**src/rtl/fetch_queue_pkg.sv**
```systemverilog
// Shared constants and queue entry layout for the instruction prefetch queue.
package fetch_queue_pkg;

    localparam int unsigned XLEN = 32;
    localparam logic [XLEN-1:0] RESET_PC_DEFAULT = 32'h0000_0000;
    localparam logic [XLEN-1:0] WORD_ALIGN_MASK = 32'hFFFF_FFFC;
    localparam int unsigned ENTRY_W = 2 * XLEN;

    typedef struct packed {
        logic [XLEN-1:0] pc;
        logic [XLEN-1:0] instr;
    } fetch_entry_t;

    function automatic logic [XLEN-1:0] word_align(input logic [XLEN-1:0] addr);
        return addr & WORD_ALIGN_MASK;
    endfunction

endpackage

```
**src/rtl/fetch_queue_if.sv**
```systemverilog
// Program-memory, CPU fetch handshake and redirect signals of the prefetch queue.
interface fetch_queue_if;
    import fetch_queue_pkg::*;

    logic [XLEN-1:0] pmAddress;
    logic [3:0]      pmWidth;
    logic [XLEN-1:0] pmDataIn;
    logic            fetch_valid;
    logic            fetch_ready;
    logic [XLEN-1:0] fetch_pc;
    logic [XLEN-1:0] fetch_instr;
    logic            redirect_valid;
    logic [XLEN-1:0] redirect_pc;

    modport master (
        output pmAddress, pmWidth, fetch_valid, fetch_pc, fetch_instr,
        input  pmDataIn, fetch_ready, redirect_valid, redirect_pc
    );

    modport slave (
        input  pmAddress, pmWidth, fetch_valid, fetch_pc, fetch_instr,
        output pmDataIn, fetch_ready, redirect_valid, redirect_pc
    );

endinterface

```
**src/rtl/fetch_fifo.sv**
```systemverilog
// DEPTH-entry {pc, instr} queue with push, pop and flush; head reads as zero when empty.
module fetch_fifo
    import fetch_queue_pkg::*;
#(
    parameter int unsigned DEPTH = 4,
    localparam int unsigned PtrW = $clog2(DEPTH)
) (
    input  logic         clock,
    input  logic         reset,
    input  logic         flush_i,
    input  logic         push_i,
    input  fetch_entry_t push_data_i,
    input  logic         pop_i,
    output fetch_entry_t head_o,
    output logic [PtrW:0] count_o,
    output logic         valid_o
);

    fetch_entry_t    mem_q [DEPTH];
    logic [PtrW-1:0] rd_ptr_q, rd_ptr_d;
    logic [PtrW-1:0] wr_ptr_q, wr_ptr_d;
    logic [PtrW:0]   count_q, count_d;

    always_comb begin
        rd_ptr_d = rd_ptr_q;
        wr_ptr_d = wr_ptr_q;
        count_d  = count_q;
        if (flush_i) begin
            rd_ptr_d = '0;
            wr_ptr_d = '0;
            count_d  = '0;
        end else begin
            if (push_i) wr_ptr_d = wr_ptr_q + 1'b1;
            if (pop_i)  rd_ptr_d = rd_ptr_q + 1'b1;
            unique case ({push_i, pop_i})
                2'b10:   count_d = count_q + 1'b1;
                2'b01:   count_d = count_q - 1'b1;
                default: count_d = count_q;
            endcase
        end
    end

    always_ff @(posedge clock or negedge reset) begin
        if (!reset) begin
            rd_ptr_q <= '0;
            wr_ptr_q <= '0;
            count_q  <= '0;
        end else begin
            rd_ptr_q <= rd_ptr_d;
            wr_ptr_q <= wr_ptr_d;
            count_q  <= count_d;
        end
    end

    // Storage needs no reset: count gates every read.
    always_ff @(posedge clock) begin
        if (push_i && !flush_i) mem_q[wr_ptr_q] <= push_data_i;
    end

    always_comb begin
        valid_o = (count_q != '0);
        count_o = count_q;
        head_o  = valid_o ? mem_q[rd_ptr_q] : '0;
    end

endmodule

```
**src/rtl/fetch_queue.sv**
```systemverilog
// Instruction prefetch stage: PC sequencing, issue credit, in-flight tracking and redirect.
// Define FETCH_QUEUE_TRACE_EN to print every push and redirect in simulation.
module fetch_queue
    import fetch_queue_pkg::*;
#(
    parameter int unsigned     DEPTH    = 4,
    parameter logic [XLEN-1:0] RESET_PC = RESET_PC_DEFAULT
) (
    input logic          clock,
    input logic          reset,
    fetch_queue_if.master bus
);

    localparam int unsigned CntW = $clog2(DEPTH) + 1;
    localparam logic [CntW:0] CreditMax = (CntW + 1)'(DEPTH);

    logic [XLEN-1:0] fetch_pc_q, fetch_pc_d;
    logic [XLEN-1:0] inflight_pc_q, inflight_pc_d;
    logic            inflight_q, inflight_d;
    logic [XLEN-1:0] redirect_addr;
    logic [XLEN-1:0] fetch_addr;
    logic [CntW:0]   credit;
    logic [CntW-1:0] fifo_count;
    logic            fifo_valid;
    logic            push, pop, issue;
    fetch_entry_t    push_data;
    fetch_entry_t    head;

    assign redirect_addr = word_align(bus.redirect_pc);
    assign fetch_addr    = bus.redirect_valid ? redirect_addr : fetch_pc_q;

    // Redirect suppresses both queue operations; the fifo sees it as a flush.
    assign pop  = fifo_valid & bus.fetch_ready & ~bus.redirect_valid;
    assign push = inflight_q & ~bus.redirect_valid;

    // Entries held plus the response already owed must leave room for a new fetch.
    assign credit = {1'b0, fifo_count} + {{CntW{1'b0}}, inflight_q} - {{CntW{1'b0}}, pop};
    assign issue  = bus.redirect_valid | (credit < CreditMax);

    assign push_data.pc    = inflight_pc_q;
    assign push_data.instr = bus.pmDataIn;

    always_comb begin
        inflight_d    = issue;
        inflight_pc_d = inflight_pc_q;
        fetch_pc_d    = fetch_pc_q;
        if (issue) begin
            inflight_pc_d = fetch_addr;
            fetch_pc_d    = fetch_addr + 32'd4;
        end
    end

    always_ff @(posedge clock or negedge reset) begin
        if (!reset) begin
            fetch_pc_q    <= RESET_PC;
            inflight_pc_q <= '0;
            inflight_q    <= 1'b0;
        end else begin
            fetch_pc_q    <= fetch_pc_d;
            inflight_pc_q <= inflight_pc_d;
            inflight_q    <= inflight_d;
        end
    end

    fetch_fifo #(
        .DEPTH (DEPTH)
    ) u_fifo (
        .clock       (clock),
        .reset       (reset),
        .flush_i     (bus.redirect_valid),
        .push_i      (push),
        .push_data_i (push_data),
        .pop_i       (pop),
        .head_o      (head),
        .count_o     (fifo_count),
        .valid_o     (fifo_valid)
    );

    always_comb begin
        bus.pmAddress   = fetch_addr;
        bus.pmWidth     = 4'd4;
        bus.fetch_valid = fifo_valid;
        bus.fetch_pc    = head.pc;
        bus.fetch_instr = head.instr;
    end

`ifdef FETCH_QUEUE_TRACE_EN
    always @(posedge clock) begin
        if (reset) begin
            if (push) $write("%x: fetch %x\n", inflight_pc_q, bus.pmDataIn);
            if (bus.redirect_valid) $write("redirect %x\n", redirect_addr);
        end
    end
`else
    // Synthesis build: no trace output.
`endif

endmodule

```
**src/flat_wrapper.sv**
```systemverilog
// flat-port wrapper written by rule: the top's interface ports become plain ports
module fetch_queue_flat import fetch_queue_pkg::*;
#(
    parameter int unsigned     DEPTH    = 4,
    parameter logic [XLEN-1:0] RESET_PC = RESET_PC_DEFAULT
)
  (clock, reset, bus_pmAddress, bus_pmWidth, bus_fetch_valid, bus_fetch_pc, bus_fetch_instr, bus_pmDataIn, bus_fetch_ready, bus_redirect_valid, bus_redirect_pc);
  fetch_queue_if bus_i ();
  input logic clock;
  input logic reset;
  output wire logic [$bits(bus_i.pmAddress)-1:0] bus_pmAddress;
  output wire logic [$bits(bus_i.pmWidth)-1:0] bus_pmWidth;
  output wire logic [$bits(bus_i.fetch_valid)-1:0] bus_fetch_valid;
  output wire logic [$bits(bus_i.fetch_pc)-1:0] bus_fetch_pc;
  output wire logic [$bits(bus_i.fetch_instr)-1:0] bus_fetch_instr;
  input wire logic [$bits(bus_i.pmDataIn)-1:0] bus_pmDataIn;
  input wire logic [$bits(bus_i.fetch_ready)-1:0] bus_fetch_ready;
  input wire logic [$bits(bus_i.redirect_valid)-1:0] bus_redirect_valid;
  input wire logic [$bits(bus_i.redirect_pc)-1:0] bus_redirect_pc;
  assign bus_pmAddress = bus_i.pmAddress;
  assign bus_pmWidth = bus_i.pmWidth;
  assign bus_fetch_valid = bus_i.fetch_valid;
  assign bus_fetch_pc = bus_i.fetch_pc;
  assign bus_fetch_instr = bus_i.fetch_instr;
  assign bus_i.pmDataIn = bus_pmDataIn;
  assign bus_i.fetch_ready = bus_fetch_ready;
  assign bus_i.redirect_valid = bus_redirect_valid;
  assign bus_i.redirect_pc = bus_redirect_pc;
  fetch_queue #(.DEPTH(DEPTH), .RESET_PC(RESET_PC)) u_core (.clock(clock), .reset(reset), .bus(bus_i));
endmodule
```
**config.mk**
```make
export PLATFORM = sky130hd
export DESIGN_NAME = fetch_queue_flat
export DESIGN_NICKNAME = d
export VERILOG_FILES = /design/src/rtl/fetch_queue_pkg.sv /design/src/rtl/fetch_queue_if.sv /design/src/rtl/fetch_fifo.sv /design/src/rtl/fetch_queue.sv /design/src/flat_wrapper.sv
export SDC_FILE = /design/constraint.sdc
export NUM_CORES = 1
export LEC_CHECK = 0
export CAP_MARGIN = 20
export CORE_MARGIN = 2
export CORE_UTILIZATION = 50
export DETAILED_ROUTE_END_ITERATION = 8
export GPL_ROUTABILITY_DRIVEN = 0
export PLACE_DENSITY = 0.77
export SLEW_MARGIN = 40
export SYNTH_ARGS = -nofsm -noshare
export SYNTH_HDL_FRONTEND = slang
export SYNTH_SLANG_ARGS = --single-unit
```
**constraint.sdc**
```tcl
create_clock -name clock -period 2.91 [get_ports clock]
set_input_delay 0.4365 -clock clock [delete_from_list [all_inputs] [get_ports clock]]
set_output_delay 0.4365 -clock clock [all_outputs]
set_load 0.02 [all_outputs]
```
## After elaboration in Yosys (flattened, before gate mapping)

Memories as Yosys holds them, arrays and structs flattened.
Cells that the tools add are included.

| storage, ports and cells | value |
|---|---|
| register bits after elaboration | 72 |
| memory bits (writable) | 256 |
| logic and storage cells | 38 |
| memories kept | 1 |

Memory list:

| memory | depth | width | rd ports | clocked after Yosys merged registers in | wr ports | RTL line | source |
|---|---|---|---|---|---|---|---|
| u_core.u_fifo.mem_q | 4 | 64 | 1 | 0 | 1 | fetch_fifo.sv:19 | `fetch_entry_t mem_q [DEPTH];` |

| operators by class | value |
|---|---|
| $add $sub $neg | 7 |
| order comparisons | 1 |
| eq/ne operators | 2 |
| mux-type cells | 10 |
| bitwise gates (word level) | 5 |
| reductions and logical operators | 6 |

Operators by type and width:

| cell | number |
|---|---|
| 2-to-1 mux 64 bit | 1 |
| adder 32 x 3 -> 32 bit, second input constant | 1 |
| 2-to-1 mux 32 bit | 1 |
| 2-to-1 mux 2 bit | 4 |
| case mux 3 bit (2 select lines) | 1 |
| nonzero test 3 bit | 2 |
| adder 2 x 1 -> 2 bit, second input constant | 2 |
| adder 3 x 1 -> 4 bit | 1 |
| < comparator 4 x 3 -> 1 bit, second input constant | 1 |
| nonzero test 2 bit | 2 |
| subtractor 4 x 1 -> 4 bit | 1 |
| adder 3 x 1 -> 3 bit, second input constant | 1 |
| bitwise AND 1 bit | 3 |
| 2-to-1 mux 3 bit | 1 |
| subtractor 3 x 1 -> 3 bit, second input constant | 1 |
| == test 2 x 1 -> 1 bit, second input constant | 1 |
| == test 2 bit, second input constant | 1 |
| 2-to-1 mux 1 bit | 2 |
| logical AND 1 bit | 1 |
| logical NOT 1 bit | 1 |
| inverter 1 bit | 1 |
| OR 1 bit | 1 |

## Logic depth before layout (Yosys ltp)

Gate-level depths: netlist (run 1).

| depth | value |
|---|---|
| depth after elaboration | 6 |
| mapped depth | 17 |
| depth with buffers taken out | 12 |

## By module

From an unflattened synthesis (run 1), not the netlist that was laid out.

| second synthesis, totals | value |
|---|---|
| cells, all modules | 860 |
| area total of the unflattened synthesis | 13,813.2 um2 |

Modules (own cells, without submodules):

| module | instances | cells each | area an instance (um2) |
|---|---|---|---|
| fetch_fifo | 1 | 447 | 10,089.7 |
| fetch_queue | 1 | 413 | 3,723.6 |

## Worst setup path before layout (run 1)

OpenSTA, ideal clock, no wires.

| timing path | value |
|---|---|
| path kind | input -> register |
| start point | input port bus_redirect_valid |
| end point | register u_core.inflight_pc_q[20] |
| setup time | 0.140 ns |
| arrival | 3.122 ns |
| required time | 2.770 ns |
| slack | -0.352 ns |
| stages on the path | 16 |
| buffers on the path | 7 |
| cell sequence | buf_6 -> buf_6 -> buf_2 -> buf_2 -> buf_1 -> nor2_1 -> ha_1 -> inv_1 -> ha_1 -> nand3b_1 -> nor4bb_1 -> nor3_2 -> inv_1 -> clkbuf_1 -> clkbuf_1 -> a21oi_1 |

| between the ends | value |
|---|---|
| word-level cells in the longest chain between the ends | 5 |
| elaborated cells on any way between the ends | 6 |

RTL lines:

| element | RTL line | source |
|---|---|---|
| start, declared | flat_wrapper.sv:18 | `input wire logic [$bits(bus_i.redirect_valid)-1:0] bus_redirect_valid;` |
| inverter 1 bit | fetch_queue.sv:33 | `assign pop = fifo_valid & bus.fetch_ready & ~bus.redirect_valid;` |
| bitwise AND 1 bit | fetch_queue.sv:33 |  |
| subtractor 4 x 1 -> 4 bit | fetch_queue.sv:37 | `assign credit = {1'b0, fifo_count} + {{CntW{1'b0}}, inflight_q} - {{CntW{1'b0}}, pop};` |
| < comparator 4 x 3 -> 1 bit | fetch_queue.sv:38 | `assign issue = bus.redirect_valid \| (credit < CreditMax);` |
| OR 1 bit | fetch_queue.sv:38 |  |
| end signal, assigned | fetch_queue.sv:60 | `inflight_pc_q <= inflight_pc_d;` |
| end, declared | fetch_queue.sv:18 | `logic [XLEN-1:0] inflight_pc_q, inflight_pc_d;` |

Several ways; a longest one is shown, not always the timed one.
A chain may end at the register's enable or synchronous reset.

## Final worst setup path (run 1)

| timing path | value |
|---|---|
| start point | register u_core.u_fifo.rd_ptr_q[0] |
| end point | output port bus_fetch_instr[11] |

| between the ends | value |
|---|---|
| word-level cells in the longest chain between the ends | 2 |

RTL lines:

| element | RTL line | source |
|---|---|---|
| start, declared | fetch_fifo.sv:20 | `logic [PtrW-1:0] rd_ptr_q, rd_ptr_d;` |
| start signal, assigned | fetch_fifo.sv:49 | `rd_ptr_q <= rd_ptr_d;` |
| memory read (4 x 64 bit) | n/a |  |
| 2-to-1 mux 64 bit | fetch_fifo.sv:63 | `head_o = valid_o ? mem_q[rd_ptr_q] : '0;` |
| end, declared | flat_wrapper.sv:15 | `output wire logic [$bits(bus_i.fetch_instr)-1:0] bus_fetch_instr;` |

Every way passes these cells.

==> out/metrics.cfg, run 1 <==
[worst_setup_path]
path_cells=buf_12 -> mux4_2 -> and2_1 -> clkdlybuf4s50_1
critical_path_class=reg2out
cpMaxStageDelayCell=clkdlybuf4s50_1
critPathCaptureType=primary output
cp_top_family=buffers and inverters
critical_path_buf_inv_count=2
cp_max_fo=18
worstPathArrival_ps=2380
cp_data_required_time_ps=2470
critical-path-max-stage-delay_ps=530
startpoint_type=flip-flop

[synth]
synth_xor_area_share_pct=1.41
ys_types=55
synthDominantCellAreaShare_pct=56.1
synthTopCellsByArea=edfxtp_1 56%, dfrtp_1 13%, mux4_2 11%, and2_1 3.2%, nor2_1 2.4%
synth_ff_type=edfxtp_1
synthMuxAreaShare_pct=13.1
synth-edff-count=256
synth_compound_area_share_pct=3.50
synthSimpleGateAreaFrac_pct=9.99
ys_ff_latch=326
avgSynthCellArea_um2=16.0
synth-async-reset-ratio_pct=21.5
synth_cells=857
seq_area_frac_synth_pct=68.8
synth_top_area_cell=edfxtp_1
synth_fa_ha_area_share_pct=0.876
synth_top_family_by_area=multiplexers
synth_warnings=0
syn_area_um2=13700

[job]
maxCapViolCount=0

[final_layout]
nFillCells=1922
drive_gt1_share_pct=18.6
syn_to_final_growth_pct=25.7
antenna_cells=0
final_net_count=1131
stdcell_area_um2=17200
layout_common_cells=256 x edfxtp_1, 116 x clkdlybuf4s50_1, 86 x nor2_1
mostFrequentLayoutCell=edfxtp_1
fin_cells=1421

[global_routing]
antenna_found_initial=1
first_global_vias=8108
grt.overflow.total=0
grt_use_total_pct=20.1
grt_pass1_wl_um=44500
grt_start_max_net_pins=67

[place]
place_ws_ps=68.5
dp_hpwl_um=18200
io_buffers=162
dpl-instance-area_um2=16000
place_inst=1356

[timing]
finalWorstPathRequiredPeriod_ps=2820
slew_violations=0
final-setup-viol-count=0
layout_worst_path_cycle_share_pct=96.9
hold_viol=0
tns_ps=0
finalClockSkew_ps=23.3
rsz0062_at_grt=yes
fin_ws_ps=91.2
fmax_mhz=355

[floorplanning]
dieWidth_um=170
core_um2=27000
die_h_um=170
pin_count=169
die_area_um2=28800
rows=60
start_util_pct=50.9

[clocking]
htreeDepth=2
clk_latency_ps=510
clkSinkCount=326
clkTransAtPathRegs_ps=60
clk_path_buf_depth=3
tritoncts=done
cts_made_buffers=36
root_buffer=clkbuf_16

[power_and_ir_drop]
powerDensity_nw_per_um2=1040
irDropWorstVdd_mv=0.601
p_leak_uw=0.00637
finalPower_uw=17900

[drt]
drc_errors=0
wl_per_cell_um=19.9
drt_iter0_markers=610
dr.pass1.iters=7
final_antenna_net_count=0
viasPerCell=5.60
wl_um=28200
dr_total_vias=7961

[worst_hold_path]
hold_path_class=in2reg

[status]
status=completed

cells in the mapped netlist (2+ instances only):
| library cell | n |
|---|---|
| nand3_1 | 15 |
| buf_4 | 4 |
| and2_1 | 70 |
| mux2_2 | 19 |
| xor2_1 | 11 |
| mux2i_1 | 14 |
| xnor2_1 | 11 |
| ha_1 | 8 |
| buf_1 | 6 |
| o21a_1 | 2 |
| nor2b_1 | 4 |
| edfxtp_1 | 256 |
| o31ai_1 | 10 |
| buf_2 | 14 |
| nor2_1 | 86 |
| o31a_1 | 2 |
| nand2_1 | 33 |
| mux4_2 | 64 |
| nor3_1 | 6 |
| a22oi_1 | 3 |
| nand4_1 | 15 |
| clkbuf_1 | 21 |
| nand3b_1 | 5 |
| a21oi_1 | 36 |
| and4_1 | 3 |
| and3_1 | 4 |
| o21ai_0 | 7 |
| nor4_1 | 3 |
| inv_1 | 22 |
| conb_1 | 2 |
| buf_6 | 2 |
| dfrtp_1 | 70 |
| nand4b_1 | 6 |
| a211oi_1 | 2 |
kinds of logic (layout without fill, tap and decap cells):
group	count (synthesis)	count (layout)
compound gates	72	72
xor+xnor	22	22
fa+ha+maj	9	9
buf+inv	69	290
flops	326	326
mux	97	97
other cells	2	4
simple gates	260	260
sequential cells by signal, summed over array words and instances (netlist names):
signal	cells
u_core.fetch_pc_q	30
u_core.inflight_pc_q	32
u_core.inflight_q	1
u_core.u_fifo.count_o	3
u_core.u_fifo.mem_q	256
u_core.u_fifo.rd_ptr_q	2
u_core.u_fifo.wr_ptr_q	2
final cells by class:
class                      instances  area [um^2]  share of cell area, %
multi-input combinational        464         3990                   23.1
tap                              341          427                   2.47
inverter                          22         85.1                  0.494
sequential                       326         9450                   54.8
clock inverter                    20          166                  0.965
clock buffer                      44          992                   5.76
timing repair buffer             204         2130                   12.4
worst paths after layout:
kind | to | depth (start not counted) | slack (ps) | start
worst max-delay path | bus_fetch_instr[11] | 4 | 90 | u_core.u_fifo.rd_ptr_q[0]
worst min-delay path | u_core.inflight_pc_q[0] | 2 | 350 | bus_redirect_valid
worst max register to register | u_core.fetch_pc_q[30] | 12 | 150 | u_core.u_fifo.count_o[0]
worst min register to register | u_core.fetch_pc_q[31] | 2 | 490 | u_core.fetch_pc_q[31]
max in group asynchronous | u_core.inflight_pc_q[0] | 3 | 1750 | reset
min in group asynchronous | u_core.fetch_pc_q[17] | 2 | 400 | reset
metrics by stage:
step | util [%] | hold WS [ps]
finish | 64.0 | 352
global route | 64.0 | 366
CTS | 63.7 | 341
detailed placement | 59.5 | 401
global placement | 59.5 | 402
floorplan | - | 141
power by group:
part / internal (uW) / total [uW] / switching (uW)
Sequential: 6460 / 7110 / 657
Clock: 2610 / 4350 / 1740
Combinational: 2970 / 6460 / 3490
per-layer routing:
metal | wire length (um) | part of all wire, % | vias up | global-route usage, %
li1 | - | - | 3650 | -
met1 | 12300 | 44 | 4015 | 28.3
met2 | 13800 | 49 | 260 | 33.0
met3 | 1690 | 6.0 | 34 | 3.78
met4 | 355 | 1.3 | 2 | 4.46
met5 | 13 | 0.046 | - | 0
timing repair:
item                       in CTS  in global routing
hold buffers                    1                  0
pin swaps                       0                  0
setup buffers                   0                  0
setup endpoints to repair      64                 37
hold endpoints to repair       26                  0
resized for setup              35                 22
No activity file was read; power rests on OpenSTA's default activity.
==> inputs of run 2 (changes only) <==
CTS_CLUSTER_SIZE = 10   (was not set)
==> run 2 against run 1 <==
Effect of this change:
- fmax is 0.73% lower
- total power is 0.66% lower
- highest routed layer unchanged
- clock power fell by 4%
- largest cell class unchanged
- via count up 0.78%
- largest power group unchanged
- routed wire length up 0.87%
- register-to-register slack about the same
==> out/metrics.cfg, run 2 (synthesis results as in run 1) <==
[job]
maxCapViolCount=0  ; unchanged

[final_layout]
syn_to_final_growth_pct=25.5  ; was 25.7%
top_regs=u_core.u_fifo.mem_q x256, u_core.inflight_pc_q x32, u_core.fetch_pc_q x30  ; unchanged
nFillCells=1941  ; was 1922
antenna_cells=0  ; unchanged
mostFrequentLayoutCell=edfxtp_1  ; unchanged
largest_register_ffs=256  ; unchanged
top_register=u_core.u_fifo.mem_q  ; unchanged
multi_input_area_um2=4000  ; was 3990 um^2
drive_gt1_share_pct=17.5  ; was 18.6%
final_net_count=1139  ; was 1131
fin_cells=1432  ; was 1421
seqCellArea_um2=9450  ; unchanged
layout_common_cells=256 x edfxtp_1, 119 x clkdlybuf4s50_1, 86 x nor2_1  ; was 256 x edfxtp_1, 116 x clkdlybuf4s50_1, 86 x nor2_1

[timing]
slew_violations=0  ; unchanged
finalWorstPathRequiredPeriod_ps=2840  ; was 2820 ps
tns_ps=0  ; unchanged
hold_viol=0  ; unchanged
layout_worst_path_cycle_share_pct=97.6  ; was 96.9%
hold_ws_ps=333  ; was 352 ps
fmax_mhz=352  ; was 355 MHz
finalClockSkew_ps=26.0  ; was 23.3 ps
final-setup-viol-count=0  ; unchanged

[status]
status=completed  ; unchanged

[worst_hold_path]
hold_start=bus_redirect_valid  ; unchanged
hold_path_class=in2reg  ; unchanged

[clocking]
cts_made_buffers=38  ; was 36
root_buffer=clkbuf_16  ; unchanged
clk_latency_ps=530  ; was 510 ps
tritoncts=done  ; unchanged
clk_path_buf_depth=3  ; unchanged
clkSinkCount=326  ; unchanged
htreeDepth=2  ; unchanged
clkTransAtPathRegs_ps=50  ; was 60 ps

[global_routing]
first_global_vias=8134  ; was 8108
grt_pass1_wl_um=44900  ; was 44500 um
grt_use_total_pct=20.2  ; was 20.1%
grt_start_max_net_pins=67  ; unchanged
antenna_found_initial=1  ; unchanged
grt.overflow.total=0  ; unchanged

[floorplanning]
rows=60  ; unchanged
start_util_pct=50.9  ; unchanged
dieWidth_um=170  ; unchanged
die_area_um2=28800  ; unchanged
die_h_um=170  ; unchanged
core_um2=27000  ; unchanged
pin_count=169  ; unchanged

[worst_setup_path]
rr_worst_depth=12  ; unchanged
r2r_setup_slack_ps=140  ; was 150 ps
startpoint_type=flip-flop  ; unchanged
path_cells=buf_12 -> mux4_2 -> and2_1 -> clkdlybuf4s50_1  ; unchanged
reg2reg_from=u_core.u_fifo.count_o[0]  ; unchanged
cp_data_required_time_ps=2470  ; about the same
worstPathArrival_ps=2400  ; was 2380 ps
startpoint=u_core.u_fifo.rd_ptr_q[0]  ; unchanged
cpMaxStageDelayCell=mux4_2  ; was clkdlybuf4s50_1
crit_path_end=bus_fetch_instr[17]  ; was bus_fetch_instr[11]
regToRegEndpoint=u_core.fetch_pc_q[24]  ; was u_core.fetch_pc_q[30]
critical_path_class=reg2out  ; unchanged
critical-path-max-stage-delay_ps=530  ; about the same
cp_max_fo=15  ; was 18
critPathCaptureType=primary output  ; unchanged

[drt]
dr.pass1.iters=5  ; was 7
dr_total_vias=8023  ; was 7961
wl_um=28500  ; was 28200 um
drt_iter0_markers=575  ; was 610
wl_per_cell_um=19.9  ; about the same
viasPerCell=5.60  ; about the same
final_antenna_net_count=0  ; unchanged
drc_errors=0  ; unchanged

[power_and_ir_drop]
powerDensity_nw_per_um2=1030  ; was 1040 nW/um^2
irDropWorstVdd_mv=0.623  ; was 0.601 mV
p_leak_uw=0.00629  ; was 0.00637 uW

[place]
place_inst=1356  ; unchanged
dp_hpwl_um=18200  ; unchanged
io_buffers=162  ; unchanged

==> run 2: worst min-delay path by stage <==
stage	endpoint	slack (ps)	depth (start not counted)
finish	u_core.inflight_pc_q[1]	330	2
global route	u_core.inflight_pc_q[0]	350	2
CTS	u_core.inflight_pc_q[1]	310	2
detailed placement	u_core.fetch_pc_q[21]	400	1
global placement	u_core.fetch_pc_q[17]	400	1
floorplan	u_core.fetch_pc_q[10]	140	0
==> run 2: timing repair <==
action | CTS | global route
setup buffers | 0 | 6
hold buffers | 1 | 0
endpoints found under the setup margin | 64 | 35
hold endpoints to repair | 26 | 0
gates resized for setup | 39 | 16
==> run 2: layer usage <==
| metal | up-vias | GRT usage [%] | routed length [um] |
|---|---|---|---|
| li1 | 3659 | - | - |
| met1 | 4050 | 28.5 | 12500 |
| met2 | 276 | 33.3 | 13900 |
| met3 | 36 | 3.75 | 1710 |
| met4 | 2 | 4.65 | 415 |
| met5 | - | 0 | 13 |
==> run 2: where the power goes <==
part	leakage, uW	internal [uW]	total, uW	switching [uW]
sequential	0.00316	6460	7100	639
clock	0.000517	2460	4170	1710
combinational	0.00261	3010	6540	3530
==> run 2: metrics by stage <==
stage	total power, uW	utilization, %	worst slack, ps	instance area (um^2)
after floorplan	11000	-	3.47	13800
after detailed placement	13900	59.5	68.5	16000
after CTS	17900	63.5	-40.0	17100
after global routing	18800	63.9	-3.86	17200
final	17800	63.9	70.6	17200
after global placement	13700	59.5	128	16000
==> run 2: final cells by class <==
type                    count  area share, %
inverters                  22          0.494
clock inverters             3          0.196
flip-flops and latches    326           54.9
multi-input cells         464           23.2
repair buffers            210           12.6
well taps                 341           2.48
clock buffers              66           6.14
==> run 2: worst max-delay path, delay by kind of cell, from the launching register on <==
| family | cells | cell delay [ps] |
|---|---|---|
| simple gates | 1 | 170 |
| mux | 1 | 530 |
| flops | 1 | 470 |
| buf+inv | 2 | 720 |
==> inputs of run 3 (changes only) <==
MAX_ROUTING_LAYER = met4   (was not set)
clock period = 2.5 ns   (was 2.91 ns; I/O delays follow)
==> run 3 against run 2 <==
Effect of this change:
- the flow now finishes with violations (negative setup slack)
- clock power is 18% higher
- worst setup slack got worse by 130 ps
- register-to-register slack got worse by 200 ps
- sequential power rose by 19%
- critical path type is now reg2reg
- largest power group is now combinational cells
- highest routed layer is now met4
==> out/metrics.cfg, run 3 (synthesis results as in run 1) <==
[timing]
fin_ws_ps=-56.9  ; was 70.6 ps
maxSlewHeadroom_pct=61.7
finalWorstPathRequiredPeriod_ps=2560
slew_violations=0  ; unchanged
tns_ps=-859  ; was 0 ps
hold_ws_ps=397  ; was 333 ps
final-setup-viol-count=41  ; was 0
layout_worst_path_cycle_share_pct=102
fmax_mhz=391
finalClockSkew_ps=20.8  ; was 26.0 ps
worst_slew_pin_slew_ps=574
hold_viol=0  ; unchanged
rsz0062_at_grt=yes

[worst_setup_path]
cp_top_family=simple AND/OR/NAND/NOR gates  ; was buffers and inverters
cpMaxStageDelayCell=or3_4  ; was mux4_2
critical-path-max-stage-delay_ps=410  ; was 530 ps
startpoint_type=flip-flop  ; unchanged
cp_data_required_time_ps=2900  ; was 2470 ps
path_cells=or3_4 -> nand2_4 -> nor2_4 -> ha_4 -> inv_2 -> ha_4 -> nand3b_1 -> a21oi_2 -> nor3_4 -> clkinv_4 -> clkbuf_16 -> nor2_1 -> nor2_1  ; was buf_12 -> mux4_2 -> and2_1 -> clkdlybuf4s50_1
critical_path_class=reg2reg  ; was reg2out
critical_path_buf_inv_count=3  ; was 2
cp_max_fo=9  ; was 15
worstPathArrival_ps=2960  ; was 2400 ps
critPathCaptureType=flip-flop  ; was primary output
startpoint=u_core.u_fifo.count_o[2]  ; was u_core.u_fifo.rd_ptr_q[0]
reg2reg_from=u_core.u_fifo.count_o[2]  ; was u_core.u_fifo.count_o[0]

[final_layout]
layout_common_cells=256 x edfxtp_1, 95 x clkdlybuf4s50_1, 68 x dfrtp_1  ; was 256 x edfxtp_1, 119 x clkdlybuf4s50_1, 86 x nor2_1
final_util_pct=68.6  ; was 63.9%
antenna_cells=0  ; unchanged
largest_register_ffs=256  ; unchanged
drive_gt1_share_pct=37.8  ; was 17.5%
top_register=u_core.u_fifo.mem_q  ; unchanged
syn_to_final_growth_pct=34.8  ; was 25.5%
final_net_count=1193  ; was 1139
mostFrequentLayoutCell=edfxtp_1  ; unchanged
top_regs=u_core.u_fifo.mem_q x256, u_core.inflight_pc_q x32, u_core.fetch_pc_q x30  ; unchanged
fin_cells=1485  ; was 1432

[clocking]
clk_latency_ps=520  ; was 530 ps
root_buffer=clkbuf_16  ; unchanged
tritoncts=done  ; unchanged
htreeDepth=2  ; unchanged
cts_made_buffers=38  ; unchanged
clkSinkCount=326  ; unchanged
clkTransAtPathRegs_ps=60  ; was 50 ps
clk_path_buf_depth=3  ; unchanged

[drt]
drt_iter0_markers=629  ; was 575
wl_um=32000  ; was 28500 um
drc_errors=0  ; unchanged
wl_per_cell_um=21.6  ; was 19.9 um
viasPerCell=5.71  ; was 5.60
dr_total_vias=8472  ; was 8023
final_antenna_net_count=0  ; unchanged
dr.pass1.iters=5  ; unchanged

[power_and_ir_drop]
p_leak_uw=0.00673  ; was 0.00629 uW
irDropWorstVdd_mv=0.624  ; was 0.623 mV
clkPwrFrac_pct=20.9  ; was 23.4%
power.switching_uw=8080  ; was 5880 uW
power_frac_seq_pct=36.0  ; was 39.9%
power_frac_comb_pct=43.1  ; was 36.7%
intPower_uw=15400  ; was 11900 uW
p_sw_share_pct=34.3  ; was 33.0%
powerDensity_nw_per_um2=1270  ; was 1030 nW/um^2

[floorplanning]
die_area_um2=28800  ; unchanged
die_h_um=170  ; unchanged
dieWidth_um=170  ; unchanged
start_util_pct=50.9  ; unchanged
core_um2=27000  ; unchanged
rows=60  ; unchanged
pin_count=169  ; unchanged

[global_routing]
first_global_vias=8553  ; was 8134
grt.overflow.total=0  ; unchanged
antenna_found_initial=0  ; was 1
grt_start_max_net_pins=45  ; was 67
grt_use_total_pct=21.9  ; was 20.2%
grt_pass1_wl_um=46800  ; was 44900 um

[status]
failed_checks=negative setup slack
status=finished, violations left  ; was completed

[place]
place_inst=1382  ; was 1356
dp_hpwl_um=18500  ; was 18200 um
io_buffers=162  ; unchanged

[worst_hold_path]
hold_path_class=in2async  ; was in2reg

[job]
maxCapViolCount=0  ; unchanged

==> run 3: cell type report <==
cell class,instances,area [um^2]
fillers,1720,8470
clock buffers,67,1080
well taps,341,427
multi-input cells,464,4600
inverters,22,87.6
repair buffers,263,2830
repair inverters,1,5.00
clock inverters,1,8.76
flip-flops and latches,326,9450
==> run 3: power groups by stage <==
stage               logic, uW  clock network (uW)  registers, uW
finish                  10100                4910           8480
floorplan                4950                   0           8100
CTS                      8610                4990           8300
global route            10800                5180           8610
detailed placement       8180                   0           8380
global placement         8040                   0           8290
==> run 3: per-layer routing <==
metal / track usage (%) / vias to the layer above / wire, um
met5: - / - / 0
met4: 6.35 / 0 / 733
met3: 3.45 / 71 / 1810
met2: 36.0 / 337 / 16000
met1: 28.8 / 4296 / 13400
li1: - / 3768 / -
==> run 3: path summary, 6_finish.rpt <==
kind / endpoint / cells past startpoint / slack, ps
worst max-delay path: u_core.inflight_pc_q[6] / 13 / -60
worst min-delay path: u_core.fetch_pc_q[17] / 2 / 400
worst max register to register: u_core.inflight_pc_q[6] / 13 / -60
worst min register to register: u_core.fetch_pc_q[29] / 2 / 530
max in group asynchronous: u_core.inflight_pc_q[1] / 3 / 1510
min in group clock: u_core.inflight_pc_q[1] / 3 / 490
==> run 3: timing repair <==
item | CTS | global route
pin swaps | 8 | 28
resized for setup | 308 | 193
endpoints found under the setup margin | 121 | 106
endpoints found under the hold margin | 38 | 0
hold buffers | 1 | 0
buffers inserted | 14 | 5
gates cloned | 5 | 13
==> run 3: per-stage QoR <==
step / power [uW] / area [um^2] / setup slack [ps]
final: 23500 / 18500 / -56.9
after global routing: 24600 / 18500 / -153
after CTS: 21900 / 17600 / -107
after detailed placement: 16600 / 16300 / -220
after global placement: 16300 / 16300 / -110
after floorplan: 13100 / 13900 / -196
==> run 3: worst register-to-register path: cells and delay by family (launching register included) <==
family	cells	cell delay [ps]
and+or+nand+nor	7	1110
adders and majority gates	2	350
AOI/OAI and AO/OA	1	90
DFF	1	380
buffers and inverters	3	530
